**src/rtl/i2c_slave_regs_pkg.sv**
```systemverilog
// I2C slave register-file definitions shared by the slave and the I2C master
// blocks: FSM state encodings, the reserved/default bus addresses and the
// address-match helper.
package i2c_slave_regs_pkg;

  typedef enum logic [3:0] {
    ST_IDLE     = 4'd0,
    ST_ADDR     = 4'd1,
    ST_ADDR_ACK = 4'd2,
    ST_PTR      = 4'd3,
    ST_PTR_ACK  = 4'd4,
    ST_WR_DATA  = 4'd5,
    ST_WR_ACK   = 4'd6,
    ST_RD_DATA  = 4'd7,
    ST_RD_ACK   = 4'd8,
    ST_IGNORE   = 4'd9
  } state_t;

  // Address 0 is the general call; a slave strapped to 0 never responds.
  localparam logic [6:0] GENERAL_CALL_ADDR = 7'h00;
  localparam logic [6:0] DEFAULT_DEV_ADDR  = 7'h42;

  function automatic logic addr_match(input logic [6:0] rx_addr,
                                      input logic [6:0] own_addr);
    return (own_addr != GENERAL_CALL_ADDR) && (rx_addr == own_addr);
  endfunction

endpackage

```
**src/rtl/i2c_line_filter.sv**
```systemverilog
// Pad-line conditioner for one I2C wire: 2-flop synchronizer followed by a
// glitch filter that only accepts a new level after FILTER_LEN consecutive
// equal samples. Pin-to-output latency is 2+FILTER_LEN cycles.
// Ports:
//   clk_sys  - system clock
//   rst      - synchronous active-high reset (all stages load 1 = bus idle)
//   line_in  - raw asynchronous pad level
//   line_out - synchronized, filtered level
module i2c_line_filter #(
  parameter int FILTER_LEN = 3
) (
  input  logic clk_sys,
  input  logic rst,
  input  logic line_in,
  output logic line_out
);

  localparam int CW = (FILTER_LEN > 1) ? $clog2(FILTER_LEN) : 1;
  localparam logic [CW-1:0] RELOAD = CW'(FILTER_LEN - 1);

  logic          sync1_q, sync1_d;
  logic          sync2_q, sync2_d;
  logic          out_q, out_d;
  logic [CW-1:0] cnt_q, cnt_d;

  // Down-counter reloads whenever the sample agrees with the output; the
  // level flips when a disagreeing sample arrives at terminal count.
  always_comb begin
    sync1_d = line_in;
    sync2_d = sync1_q;
    out_d   = out_q;
    cnt_d   = RELOAD;
    if (sync2_q != out_q) begin
      if (cnt_q == '0) begin
        out_d = sync2_q;
      end else begin
        cnt_d = cnt_q - 1'b1;
      end
    end
  end

  always_ff @(posedge clk_sys) begin
    if (rst) begin
      sync1_q <= 1'b1;
      sync2_q <= 1'b1;
      out_q   <= 1'b1;
      cnt_q   <= RELOAD;
    end else begin
      sync1_q <= sync1_d;
      sync2_q <= sync2_d;
      out_q   <= out_d;
      cnt_q   <= cnt_d;
    end
  end

  assign line_out = out_q;

endmodule

```
**src/rtl/i2c_slave_regs.sv**
```systemverilog
// I2C slave exposing NUM_REGS 8-bit registers. A write sets the register
// pointer from the first data byte and then fills registers with
// auto-increment; a read streams registers from the pointer with
// auto-increment. No clock stretching; SCL is never driven.
// Ports:
//   CLK, RST   - system clock, synchronous active-high reset
//   SCL_IN     - raw SCL pad level
//   SDA_IN     - raw SDA pad level
//   SDA_OE     - 1 pulls SDA low
//   DEV_ADDR   - own 7-bit address (0 disables the slave)
//   REGS       - flat register file, register i at [8i+7:8i]
//   WR_STROBE  - one-cycle pulse per register byte written
//   WR_PTR     - register index belonging to WR_STROBE
//   BUSY       - address-matched START seen, no STOP yet
//
// state      | meaning
// -----------+---------------------------------------------------------
// IDLE       | bus free or not addressed, waiting for START
// ADDR       | shifting in address + R/W
// ADDR_ACK   | driving ACK for own address
// PTR        | shifting in register pointer byte
// PTR_ACK    | driving ACK for pointer byte
// WR_DATA    | shifting in a register data byte
// WR_ACK     | driving ACK for a data byte
// RD_DATA    | shifting out REGS[pointer], MSB first
// RD_ACK     | SDA released, sampling master ACK/NACK
// IGNORE     | not for us / read ended, SDA released until START/STOP
module i2c_slave_regs
  import i2c_slave_regs_pkg::*;
#(
  parameter int NUM_REGS   = 8,
  parameter int FILTER_LEN = 3
) (
  input  logic                  CLK,
  input  logic                  RST,
  input  logic                  SCL_IN,
  input  logic                  SDA_IN,
  output logic                  SDA_OE,
  input  logic [6:0]            DEV_ADDR,
  output logic [8*NUM_REGS-1:0] REGS,
  output logic                  WR_STROBE,
  output logic [2:0]            WR_PTR,
  output logic                  BUSY
);

  localparam logic [2:0] PTR_MASK = 3'(NUM_REGS - 1);

  logic scl_f, sda_f;
  logic scl_prev_q, scl_prev_d;
  logic sda_prev_q, sda_prev_d;
  logic start_det, stop_det, scl_rise, scl_fall;

  state_t     state_q, state_d;
  logic [2:0] bit_cnt_q, bit_cnt_d;
  logic [7:0] shift_q, shift_d;
  logic       rw_q, rw_d;
  logic [2:0] ptr_q, ptr_d;
  logic       sda_oe_q, sda_oe_d;
  logic       busy_q, busy_d;
  logic       wr_strobe_q, wr_strobe_d;
  logic [2:0] wr_ptr_q, wr_ptr_d;
  logic [7:0] regs_q [NUM_REGS];
  logic [7:0] regs_d [NUM_REGS];

  logic [7:0] rx_byte;
  logic [2:0] ptr_inc;

  i2c_line_filter #(.FILTER_LEN(FILTER_LEN)) u_scl_filter (
    .clk_sys  (CLK),
    .rst      (RST),
    .line_in  (SCL_IN),
    .line_out (scl_f)
  );

  i2c_line_filter #(.FILTER_LEN(FILTER_LEN)) u_sda_filter (
    .clk_sys  (CLK),
    .rst      (RST),
    .line_in  (SDA_IN),
    .line_out (sda_f)
  );

  always_comb begin
    scl_prev_d = scl_f;
    sda_prev_d = sda_f;
    start_det  = scl_f & scl_prev_q & sda_prev_q & ~sda_f;
    stop_det   = scl_f & scl_prev_q & ~sda_prev_q & sda_f;
    scl_rise   = scl_f & ~scl_prev_q;
    scl_fall   = ~scl_f & scl_prev_q;
    rx_byte    = {shift_q[6:0], sda_f};
    ptr_inc    = (ptr_q + 3'd1) & PTR_MASK;
  end

  // ACK states use sda_oe_q as their phase bit: the first SCL fall (end of
  // bit 0) starts driving ACK, the second fall (end of the ACK clock) ends it.
  always_comb begin
    state_d     = state_q;
    bit_cnt_d   = bit_cnt_q;
    shift_d     = shift_q;
    rw_d        = rw_q;
    ptr_d       = ptr_q;
    sda_oe_d    = sda_oe_q;
    busy_d      = busy_q;
    wr_strobe_d = 1'b0;
    wr_ptr_d    = wr_ptr_q;
    regs_d      = regs_q;

    if (start_det) begin
      state_d   = ST_ADDR;
      bit_cnt_d = 3'd0;
      sda_oe_d  = 1'b0;
    end else if (stop_det) begin
      state_d   = ST_IDLE;
      bit_cnt_d = 3'd0;
      sda_oe_d  = 1'b0;
      busy_d    = 1'b0;
    end else begin
      unique case (state_q)
        ST_IDLE: ;

        ST_ADDR: begin
          if (scl_rise) begin
            shift_d   = rx_byte;
            bit_cnt_d = bit_cnt_q + 3'd1;
            if (bit_cnt_q == 3'd7) begin
              rw_d = sda_f;
              if (addr_match(shift_q[6:0], DEV_ADDR)) begin
                state_d = ST_ADDR_ACK;
                busy_d  = 1'b1;
              end else begin
                state_d = ST_IGNORE;
              end
            end
          end
        end

        ST_ADDR_ACK: begin
          if (scl_fall) begin
            if (!sda_oe_q) begin
              sda_oe_d = 1'b1;
            end else begin
              bit_cnt_d = 3'd0;
              if (rw_q) begin
                state_d  = ST_RD_DATA;
                shift_d  = regs_q[ptr_q];
                sda_oe_d = ~regs_q[ptr_q][7];
              end else begin
                state_d  = ST_PTR;
                sda_oe_d = 1'b0;
              end
            end
          end
        end

        ST_PTR: begin
          if (scl_rise) begin
            shift_d   = rx_byte;
            bit_cnt_d = bit_cnt_q + 3'd1;
            if (bit_cnt_q == 3'd7) begin
              ptr_d   = rx_byte[2:0] & PTR_MASK;
              state_d = ST_PTR_ACK;
            end
          end
        end

        ST_PTR_ACK, ST_WR_ACK: begin
          if (scl_fall) begin
            if (!sda_oe_q) begin
              sda_oe_d = 1'b1;
            end else begin
              sda_oe_d  = 1'b0;
              bit_cnt_d = 3'd0;
              state_d   = ST_WR_DATA;
            end
          end
        end

        ST_WR_DATA: begin
          if (scl_rise) begin
            shift_d   = rx_byte;
            bit_cnt_d = bit_cnt_q + 3'd1;
            if (bit_cnt_q == 3'd7) begin
              regs_d[ptr_q] = rx_byte;
              wr_strobe_d   = 1'b1;
              wr_ptr_d      = ptr_q;
              ptr_d         = ptr_inc;
              state_d       = ST_WR_ACK;
            end
          end
        end

        ST_RD_DATA: begin
          if (scl_rise) begin
            bit_cnt_d = bit_cnt_q + 3'd1;
            if (bit_cnt_q == 3'd7) begin
              state_d = ST_RD_ACK;
            end
          end else if (scl_fall) begin
            shift_d  = {shift_q[6:0], 1'b0};
            sda_oe_d = ~shift_q[6];
          end
        end

        // bit_cnt_q flags whether the master's ACK bit has been sampled yet;
        // the sampled level is parked in shift_q[0].
        ST_RD_ACK: begin
          if (scl_rise) begin
            bit_cnt_d  = 3'd1;
            shift_d[0] = sda_f;
          end else if (scl_fall) begin
            if (bit_cnt_q == 3'd0) begin
              sda_oe_d = 1'b0;
            end else if (!shift_q[0]) begin
              ptr_d     = ptr_inc;
              bit_cnt_d = 3'd0;
              shift_d   = regs_q[ptr_inc];
              sda_oe_d  = ~regs_q[ptr_inc][7];
              state_d   = ST_RD_DATA;
            end else begin
              sda_oe_d = 1'b0;
              state_d  = ST_IGNORE;
            end
          end
        end

        ST_IGNORE: sda_oe_d = 1'b0;

        default: begin
          state_d  = ST_IDLE;
          sda_oe_d = 1'b0;
        end
      endcase
    end
  end

  always_ff @(posedge CLK) begin
    if (RST) begin
      scl_prev_q  <= 1'b1;
      sda_prev_q  <= 1'b1;
      state_q     <= ST_IDLE;
      bit_cnt_q   <= 3'd0;
      shift_q     <= 8'h00;
      rw_q        <= 1'b0;
      ptr_q       <= 3'd0;
      sda_oe_q    <= 1'b0;
      busy_q      <= 1'b0;
      wr_strobe_q <= 1'b0;
      wr_ptr_q    <= 3'd0;
      for (int i = 0; i < NUM_REGS; i++) begin
        regs_q[i] <= 8'h00;
      end
    end else begin
      scl_prev_q  <= scl_prev_d;
      sda_prev_q  <= sda_prev_d;
      state_q     <= state_d;
      bit_cnt_q   <= bit_cnt_d;
      shift_q     <= shift_d;
      rw_q        <= rw_d;
      ptr_q       <= ptr_d;
      sda_oe_q    <= sda_oe_d;
      busy_q      <= busy_d;
      wr_strobe_q <= wr_strobe_d;
      wr_ptr_q    <= wr_ptr_d;
      regs_q      <= regs_d;
    end
  end

  for (genvar g = 0; g < NUM_REGS; g++) begin : g_regs_out
    assign REGS[8*g +: 8] = regs_q[g];
  end

  assign SDA_OE    = sda_oe_q;
  assign BUSY      = busy_q;
  assign WR_STROBE = wr_strobe_q;
  assign WR_PTR    = wr_ptr_q;

endmodule

```
**config.mk**
```make
export PLATFORM = sky130hd
export DESIGN_NAME = i2c_slave_regs
export DESIGN_NICKNAME = d
export VERILOG_FILES = /design/src/rtl/i2c_slave_regs_pkg.sv /design/src/rtl/i2c_line_filter.sv /design/src/rtl/i2c_slave_regs.sv
export SDC_FILE = /design/constraint.sdc
export NUM_CORES = 1
export LEC_CHECK = 0
export ABC_AREA = 1
export ABC_CLOCK_PERIOD_IN_PS = 2900
export BUFFER_PORTS_ARGS = -buffer_cell sky130_fd_sc_hd__buf_2
export CAP_MARGIN = 5
export CORE_MARGIN = 2
export CORE_UTILIZATION = 38
export CTS_CLUSTER_DIAMETER = 40
export CTS_CLUSTER_SIZE = 24
export DETAILED_ROUTE_END_ITERATION = 6
export SLEW_MARGIN = 15
export SYNTH_ARGS = -nofsm -noshare
export SYNTH_HDL_FRONTEND = slang
export SYNTH_SLANG_ARGS = --single-unit
```
**constraint.sdc**
```tcl
create_clock -name CLK -period 2.9 [get_ports CLK]
set_clock_uncertainty 0.15 [all_clocks]
set_input_delay 0.29 -clock CLK [delete_from_list [all_inputs] [get_ports CLK]]
set_output_delay 0.29 -clock CLK [all_outputs]
set_load 0.03 [all_outputs]
```
==> flow_summary.rst, run 1 <==
.. list-table::
   :header-rows: 1

   * - Metric
     - Value
   * - Sequential share of power
     - 41.6%
   * - RSZ-0062 raised after global routing
     - false
   * - Sum of buffers and inverters on the critical path
     - 2
   * - Peak supply drop
     - 0.301 mV
   * - Latest clock arrival within the worst-skew pair
     - 0.36 ns
   * - Number of stages on the worst setup path
     - 9
   * - Flop2flop setup slack
     - 0.52 ns
   * - Kind of cell with the highest combined delay on the critical path
     - simple AND/OR/NAND/NOR gates
   * - CTS tree
     - done
   * - Origin of the critical flop-to-flop path
     - u_sda_filter.line_out
   * - Total die area
     - approximately 16000 um^2
   * - Antenna viol nets, final
     - 0
   * - Diodes inserted
     - 0
   * - Cell type of the slowest stage on the worst timing path
     - sky130_fd_sc_hd__dfxtp_1
   * - Drt first pass iters
     - 5
   * - Largest cells by area after synthesis
     - sky130_fd_sc_hd__dfxtp_1 36%, sky130_fd_sc_hd__nand2_1 11%, sky130_fd_sc_hd__o21ai_0 10%
   * - Reg-to-reg endpoint
     - REGS[36]
   * - Number of input and output port buffers inserted
     - 80
   * - Number of enable-type register cells in the synthesized netlist
     - 0
   * - Count of pins on the block boundary
     - 81
   * - Path depth of the worst reg2reg path
     - 9
   * - Max capacitance violation total
     - 0
   * - Result of the run
     - finished, final reports clean
   * - Post-synth net total
     - 889
   * - Cell accounting for the most synthesized area
     - sky130_fd_sc_hd__dfxtp_1
   * - Leakage Power
     - a little under 0.003 uW
   * - Synthesized cell area
     - 5610 um^2
   * - Critical path peak fanout
     - 16
   * - Pin count of the biggest net entering global routing
     - slightly below 80
   * - CTS HTree Levels
     - 3
   * - Nets
     - 952
   * - Relative contribution of the clock network to total power
     - 32.7%
   * - Violation count after the first detailed-route iteration
     - 481
   * - Power density cells
     - 549 nW/um^2
   * - Share of synthesized registers carrying an async set or reset
     - 0%
   * - Share of post-route cells with drive strength above 1
     - 15.6%
   * - Layout overhead on the synthesized area
     - 15.6%
   * - Area share of the largest cell type after synthesis
     - between 30% and 40%
   * - Post-Route WL
     - around 19 mm
   * - Per-cell via count in the routed design
     - roughly 5.2
   * - Count of unique library cells instantiated by Yosys
     - 27
   * - Number of hold violations in the final report
     - 0
   * - Antenna violations before repair
     - 0
   * - Post-route design area
     - 6490 um^2
   * - Time the final worst path needs with I/O delays and setup
     - 2.38 ns
   * - Total track usage
     - a little under a quarter
   * - DP Area
     - 6190 um^2
   * - Die Y
     - 126 um
   * - DPL Wire Length
     - 14.1 mm
   * - Core area
     - between 10000 and 15000 um^2
   * - Crit path from
     - u_sda_filter.line_out
   * - Die Width
     - 126 um
   * - Number of gates resized after CTS
     - 0
   * - Final period utilization
     - between 80% and 90%
   * - Combinational Power Share
     - ~26%
   * - Fillers
     - ~1.6k
   * - Hold WC Path Type
     - input port to register
   * - Data required time at the worst endpoint
     - 2.98 ns
   * - Sequential-to-total area share from yosys stat
     - between 30 and 40%
   * - Number of pins exceeding their max-slew limit in the final report
     - 0
   * - Total via count after detailed routing
     - 5884
   * - Flip-flop and latch count after synthesis
     - 100
   * - Worst setup EP type
     - register
   * - Max incr delay on CP
     - 0.60 ns
   * - Vias in the first global route
     - 5350
   * - Library cell with the highest instance count after synthesis
     - sky130_fd_sc_hd__nand2_1
   * - Fmax achieved
     - 421 MHz
   * - Root Driver
     - sky130_fd_sc_hd__clkbuf_16
   * - Worst slew pin tran
     - 0.567 ns
   * - Post-route setup TNS
     - 0 ns
   * - Switching power of the nets
     - 1250 uW
   * - Worst slew margin
     - 62.2%
   * - Clock Sinks
     - 100
   * - Wire length per cell after detailed routing
     - 16.8 um
   * - TritonCTS Buffers
     - 9
   * - Worst Path Arrival
     - 2.46 ns
   * - Site Rows
     - between 40 and 50
   * - Internal portion of total power
     - 2310 uW
   * - Post-Synthesis Mean Instance Area
     - 6.46 um^2
   * - Synthesized netlist cell count
     - 869
   * - Wire length of the first global-routing pass
     - 29.6 mm
   * - Total of endpoints with negative setup slack in the final report
     - 0
   * - Sw frac
     - a little over a third
   * - Cell-by-cell trace of the critical path
     - inv_2, nand3_1, nand2_1, inv_2, nand3_4, nor2_4, nand2_1, o21ai_0, a21oi_1
   * - Maximum clock path buffer count
     - 2
   * - Starting density of the core
     - around two fifths
   * - # DRC
     - 0
   * - Total number of yosys warnings
     - 0
   * - Most frequent cells after synthesis
     - 168 x sky130_fd_sc_hd__nand2_1, 118 x sky130_fd_sc_hd__inv_1, 113 x sky130_fd_sc_hd__o21ai_0
   * - Total congestion overflow
     - 0
   * - Crit path capture
     - REGS[36]
   * - Start-to-end type of the worst setup path
     - register to register
   * - Most used flip-flop cell after synthesis
     - sky130_fd_sc_hd__dfxtp_1
   * - Last weighted congestion value of the routability-driven placer
     - 0.946
   * - Clock slew seen by the registers of the worst setup and hold paths
     - around 0.070 ns
   * - Critical path launch point type
     - register
## power groups by stage
stage	registers [uW]	clock network, uW	logic [uW]
6_report	1480	1170	914
5_1_grt	1490	1250	1040
4_1_cts	1480	1200	906
3_5_place_dp	1520	0	901
3_3_place_gp	1510	0	907
2_1_floorplan	1480	0	672
## per-stage QoR
step | util (%) | cells | total power, uW | hold slack (ns) | worst slack [ns]
after detailed placement | 42.7 | 1103 | 2420 | 0.243 | 0.582
final | 44.8 | 1121 | 3560 | 0.198 | 0.524
after floorplan | - | 869 | 2150 | 0.239 | 1.05
after global routing | 44.8 | 1121 | 3780 | 0.208 | 0.255
after CTS | 44.8 | 1121 | 3590 | 0.180 | 0.566
after global placement | 42.7 | 1103 | 2420 | 0.242 | 0.611
## logic make-up (layout without fill, tap and decap cells)
| family | after synthesis | after routing | synth area share, % |
|---|---|---|---|
| XOR/XNOR | 2 | 2 | 0.446 |
| flip-flops | 100 | 100 | 35.7 |
| adder cells (fa/ha/maj) | 9 | 9 | 2.01 |
| AND/OR/NAND/NOR | 315 | 315 | 24.4 |
| buffers and inverters | 172 | 240 | 11.9 |
| AO/OA/AOI/OAI | 271 | 271 | 25.6 |
## registers in the layout, indices dropped and copies added, names as in the netlist, 2 cells and up
| register | count |
|---|---|
| bit_cnt_q | 3 |
| shift_q | 7 |
| REGS | 64 |
| WR_PTR | 3 |
| ptr_q | 3 |
| u_scl_filter.cnt_q | 2 |
| u_sda_filter.cnt_q | 2 |
| state_q | 4 |
## placed cells by master, fill, tap and decap left out
cell / n
sky130_fd_sc_hd__buf_2: 80
sky130_fd_sc_hd__nand4_1: 2
sky130_fd_sc_hd__clkbuf_8: 1
sky130_fd_sc_hd__o22ai_1: 1
sky130_fd_sc_hd__o21ai_4: 1
sky130_fd_sc_hd__or2_2: 6
sky130_fd_sc_hd__nor2_4: 6
sky130_fd_sc_hd__nand3_4: 1
sky130_fd_sc_hd__a21oi_1: 111
sky130_fd_sc_hd__clkinvlp_4: 1
sky130_fd_sc_hd__inv_2: 9
sky130_fd_sc_hd__o21ai_0: 113
sky130_fd_sc_hd__nand2_2: 7
sky130_fd_sc_hd__dfxtp_2: 1
sky130_fd_sc_hd__xnor2_2: 1
sky130_fd_sc_hd__xnor2_1: 1
sky130_fd_sc_hd__o31ai_1: 1
sky130_fd_sc_hd__clkbuf_16: 9
sky130_fd_sc_hd__o211ai_1: 25
sky130_fd_sc_hd__nor3_1: 3
sky130_fd_sc_hd__inv_1: 118
sky130_fd_sc_hd__o21ai_1: 19
sky130_fd_sc_hd__nor4_1: 1
sky130_fd_sc_hd__inv_6: 2
sky130_fd_sc_hd__dfxtp_1: 99
sky130_fd_sc_hd__nor2_1: 58
sky130_fd_sc_hd__ha_1: 9
sky130_fd_sc_hd__buf_12: 2
sky130_fd_sc_hd__clkbuf_1: 2
sky130_fd_sc_hd__nand2_1: 168
sky130_fd_sc_hd__dlygate4sd3_1: 2
sky130_fd_sc_hd__nor2_2: 5
sky130_fd_sc_hd__buf_4: 13
sky130_fd_sc_hd__clkinv_2: 1
sky130_fd_sc_hd__nand3_1: 58
## final cells by class
class	count	area (um^2)	area share (%)
well taps	184	230	3.55
clock buffers	12	246	3.80
multi-input cells	597	2940	45.4
repair buffers	97	558	8.60
clock inverters	4	30.0	0.463
flip-flops and latches	100	2000	30.9
inverters	127	477	7.35
## what timing repair did
item	CTS	global route
endpoints found under the setup margin	0	0
endpoints found under the hold margin	2	0
setup buffers	0	0
hold buffers	2	0
## metal layers
| metal | routed length [um] | track usage (%) |
|---|---|---|
| met4 | 639 | 9.61 |
| met5 | 0 | 0 |
| met2 | 9040 | 40.7 |
| met3 | 1090 | 4.07 |
| met1 | 8010 | 30.3 |
## how the worst min path moves through the flow
stage                         start                   end  slack [ns]  depth (start not counted)
5_1_grt                         RST            shift_q[5]        0.21                          2
4_1_cts                         RST            shift_q[6]        0.18                          2
2_1_floorplan  u_scl_filter.sync1_q  u_scl_filter.sync2_q        0.24                          1
3_3_place_gp   u_scl_filter.sync1_q  u_scl_filter.sync2_q        0.24                          1
6_report                        RST            shift_q[6]        0.20                          2
3_5_place_dp   u_sda_filter.sync1_q  u_sda_filter.sync2_q        0.24                          1
(Power assumes the default switching activity.)
==> inputs of run 2 (changes only) <==
- ABC_CLOCK_PERIOD_IN_PS: 2900 -> 2000
- clock period: 2.9 -> 2 ns (I/O delays scaled with it)
==> run 2 against run 1 <==
Design area rose by 8.1%. Global-route usage decreased by 0.70 points. Clock-buffer cell count is 1 lower. Power is 51% higher. Cell count up 3.7%. Wire length down 1.1%. Non-clock buffer count rose by 42. Sequential power up 45%. Critical path depth increased by 3. Hold slack lost 0.012 ns.
==> flow_summary.rst, run 2 (same netlist as run 1, synthesis figures left out) <==
.. list-table::
   :header-rows: 1

   * - Metric
     - Value
   * - Result of the run
     - finished, final reports clean
   * - Fmax achieved
     - 535 MHz
   * - Final period utilization
     - 93.5%
   * - Flop2flop setup slack
     - 0.13 ns
   * - Sequential share of power
     - 40.1%
   * - Top routing layer used
     - met4
   * - Sw frac
     - 35.1%
   * - Die Width
     - around 130 um
   * - Met2 routed wirelength
     - 8.75 mm
   * - Time the final worst path needs with I/O delays and setup
     - between 1.5 and 2 ns
   * - Latest clock arrival within the worst-skew pair
     - 0.36 ns
   * - Peak supply drop
     - 0.599 mV
   * - Count of pins on the block boundary
     - 81
   * - Clock slew seen by the registers of the worst setup and hold paths
     - roughly 0.070 ns
   * - DPL Wire Length
     - between 10 and 15 mm
   * - Overall Power
     - 5370 uW
   * - Hold WS
     - roughly 0.19 ns
   * - Site Rows
     - 44
   * - Total via count after detailed routing
     - 5949
   * - Worst slew pin tran
     - approximately 0.57 ns
   * - Total track usage
     - a little under a quarter
   * - Most frequent standard cell in the layout excluding fill and tap cells
     - sky130_fd_sc_hd__nand2_1
   * - Nets
     - 994
   * - CTS tree
     - done
   * - Layout overhead on the synthesized area
     - 25.0%
   * - Number of stages on the worst setup path
     - 12
   * - Max incr delay on CP
     - approximately 0.37 ns
   * - Start-to-end type of the worst setup path
     - register to register
   * - Post-Route WL
     - between 15 and 20 mm
   * - Root Driver
     - sky130_fd_sc_hd__clkbuf_16
   * - Wire length per cell after detailed routing
     - approximately 16 um
   * - Max FFs per register
     - 64
   * - RSZ-0062 raised after global routing
     - true
   * - CTS HTree Levels
     - 3
   * - Die Y
     - 126 um
   * - Post-route design area
     - ~7000 um^2
   * - Kind of cell with the highest combined delay on the critical path
     - simple AND/OR/NAND/NOR gates
   * - Wire length on met1
     - 8.19 mm
   * - Cell depth of the worst hold path
     - 7
   * - Combinational Power Share
     - approximately 28%
   * - Cell-by-cell trace of the critical path
     - ha_2, inv_1, nor2_1, nand2_1, nand2_2, inv_4, nand3_4, nor2_4, buf_6, nand2_8, buf_6, a21oi_1
   * - Starting density of the core
     - about two fifths
   * - Number of input and output port buffers inserted
     - 80
   * - Sum of buffers and inverters on the critical path
     - 4
   * - Worst slew margin
     - 61.9%
   * - Antenna violations before repair
     - 0
   * - Commonest cells after routing, fill and taps aside
     - 162 x sky130_fd_sc_hd__nand2_1, 116 x sky130_fd_sc_hd__inv_1, 108 x sky130_fd_sc_hd__a21oi_1
   * - Power density cells
     - around 770 nW/um^2
   * - Drt first pass iters
     - 5
   * - Most common cell on crit path
     - sky130_fd_sc_hd__buf_6
   * - Max capacitance violation total
     - 0
   * - Worst Path Arrival
     - roughly 2.0 ns
   * - Relative contribution of the clock network to total power
     - around 32%
   * - Critical path peak fanout
     - 13
   * - Antenna viol nets, final
     - 0
   * - Leakage Power
     - 0.00321 uW
   * - Total die area
     - 15800 um^2
   * - Path depth of the worst reg2reg path
     - 12
   * - Cell type of the slowest stage on the worst timing path
     - sky130_fd_sc_hd__dfxtp_4
   * - # DRC
     - 0
   * - Diodes inserted
     - 0
   * - Wire length of the first global-routing pass
     - 28.7 mm
   * - Total congestion overflow
     - 0
   * - Switching power of the nets
     - 1880 uW
   * - TritonCTS Buffers
     - 9
   * - Pin count of the biggest net entering global routing
     - 77
   * - Hold WC Path Type
     - input port to register
   * - Share of post-route cells with drive strength above 1
     - 22.4%
   * - Number of pins exceeding their max-slew limit in the final report
     - 0
   * - Data required time at the worst endpoint
     - about 2.1 ns
   * - Maximum clock path buffer count
     - 2
   * - DP Area
     - between 6000 and 7000 um^2
   * - Per-cell via count in the routed design
     - 5.12
   * - Total of endpoints with negative setup slack in the final report
     - 0
   * - Vias in the first global route
     - 5353
   * - Internal portion of total power
     - between 3000 and 4000 uW
   * - Critical path launch point type
     - register
   * - Core area
     - between 10000 and 15000 um^2
   * - Violation count after the first detailed-route iteration
     - 499
   * - Clock Sinks
     - 100
   * - Number of hold violations in the final report
     - 0
   * - Met3 wire len
     - 963 um
   * - Last weighted congestion value of the routability-driven placer
     - 0.970
   * - Worst setup EP type
     - register
==> run 2: cell types whose count changed in the layout (fill, tap and decap cells not counted), moves of 4 or more <==
cell                      change
sky130_fd_sc_hd__nand2_1      -6
sky130_fd_sc_hd__nor2_1       -4
sky130_fd_sc_hd__dfxtp_1      -7
sky130_fd_sc_hd__buf_4       +35
sky130_fd_sc_hd__nand2_8      +4
sky130_fd_sc_hd__dfxtp_2      +6
sky130_fd_sc_hd__o21ai_0     -23
sky130_fd_sc_hd__o21ai_1     +20
sky130_fd_sc_hd__buf_6        +5
==> run 2: worst paths after layout <==
| path | start | end |
|---|---|---|
| setup reg to reg | u_scl_filter.line_out | REGS[10] |
| setup / recovery | u_scl_filter.line_out | REGS[10] |
| hold reg to reg | u_sda_filter.cnt_q[0] | u_sda_filter.cnt_q[0] |
| hold / removal | DEV_ADDR[6] | BUSY |
==> run 2: power by group through the flow <==
| stage | registers [uW] | logic [uW] | clock network (uW) |
|---|---|---|---|
| after floorplan | 2140 | 974 | 0 |
| after global placement | 2190 | 1410 | 0 |
| after detailed placement | 2190 | 1410 | 0 |
| after CTS | 2140 | 1420 | 1750 |
| after global routing | 2160 | 1690 | 1820 |
| final | 2150 | 1500 | 1720 |
==> run 2: per-stage QoR <==
step | cells | util (%) | setup WS, ns | setup TNS [ns]
2_1_floorplan | 869 | - | 0.152 | 0
3_3_place_gp | 1137 | 44.6 | 0.0176 | 0
3_5_place_dp | 1137 | 44.6 | 0.000445 | 0
4_1_cts | 1155 | 46.8 | -0.00780 | -0.0128
5_1_grt | 1162 | 48.4 | -0.0279 | -0.175
6_report | 1162 | 48.4 | 0.131 | 0
==> run 2: what timing repair did <==
| item | in CTS | in global routing |
|---|---|---|
| endpoints found under the setup margin | 2 | 77 |
| hold buffers | 3 | 0 |
| buffers inserted | 0 | 7 |
| resized for setup | 0 | 75 |
| pin swaps | 0 | 12 |
| hold endpoints to repair | 4 | 0 |
==> run 2: area by class of cell <==
class,instances,area (um^2)
Clock buffer,11,253
Clock inverter,4,32.5
Fill cell,1536,7470
Inverter,127,484
Multi-Input combinational cell,597,3090
Sequential cell,100,2010
Tap cell,184,230
Timing Repair Buffer,139,907
==> run 2: layer usage <==
metal	up-vias	global-route usage, %
li1	3065	-
met1	2677	29.6
met2	164	38.3
met3	43	5.52
met4	0	8.76
met5	-	0
==> run 2: tightest hold or removal path, cell delays in order <==
cell                      delay [ns]
sky130_fd_sc_hd__buf_2          0.10
sky130_fd_sc_hd__inv_1          0.04
sky130_fd_sc_hd__nand2_1        0.06
sky130_fd_sc_hd__nand3_1        0.09
sky130_fd_sc_hd__inv_1          0.04
sky130_fd_sc_hd__nand3_1        0.06
sky130_fd_sc_hd__a21oi_1        0.05
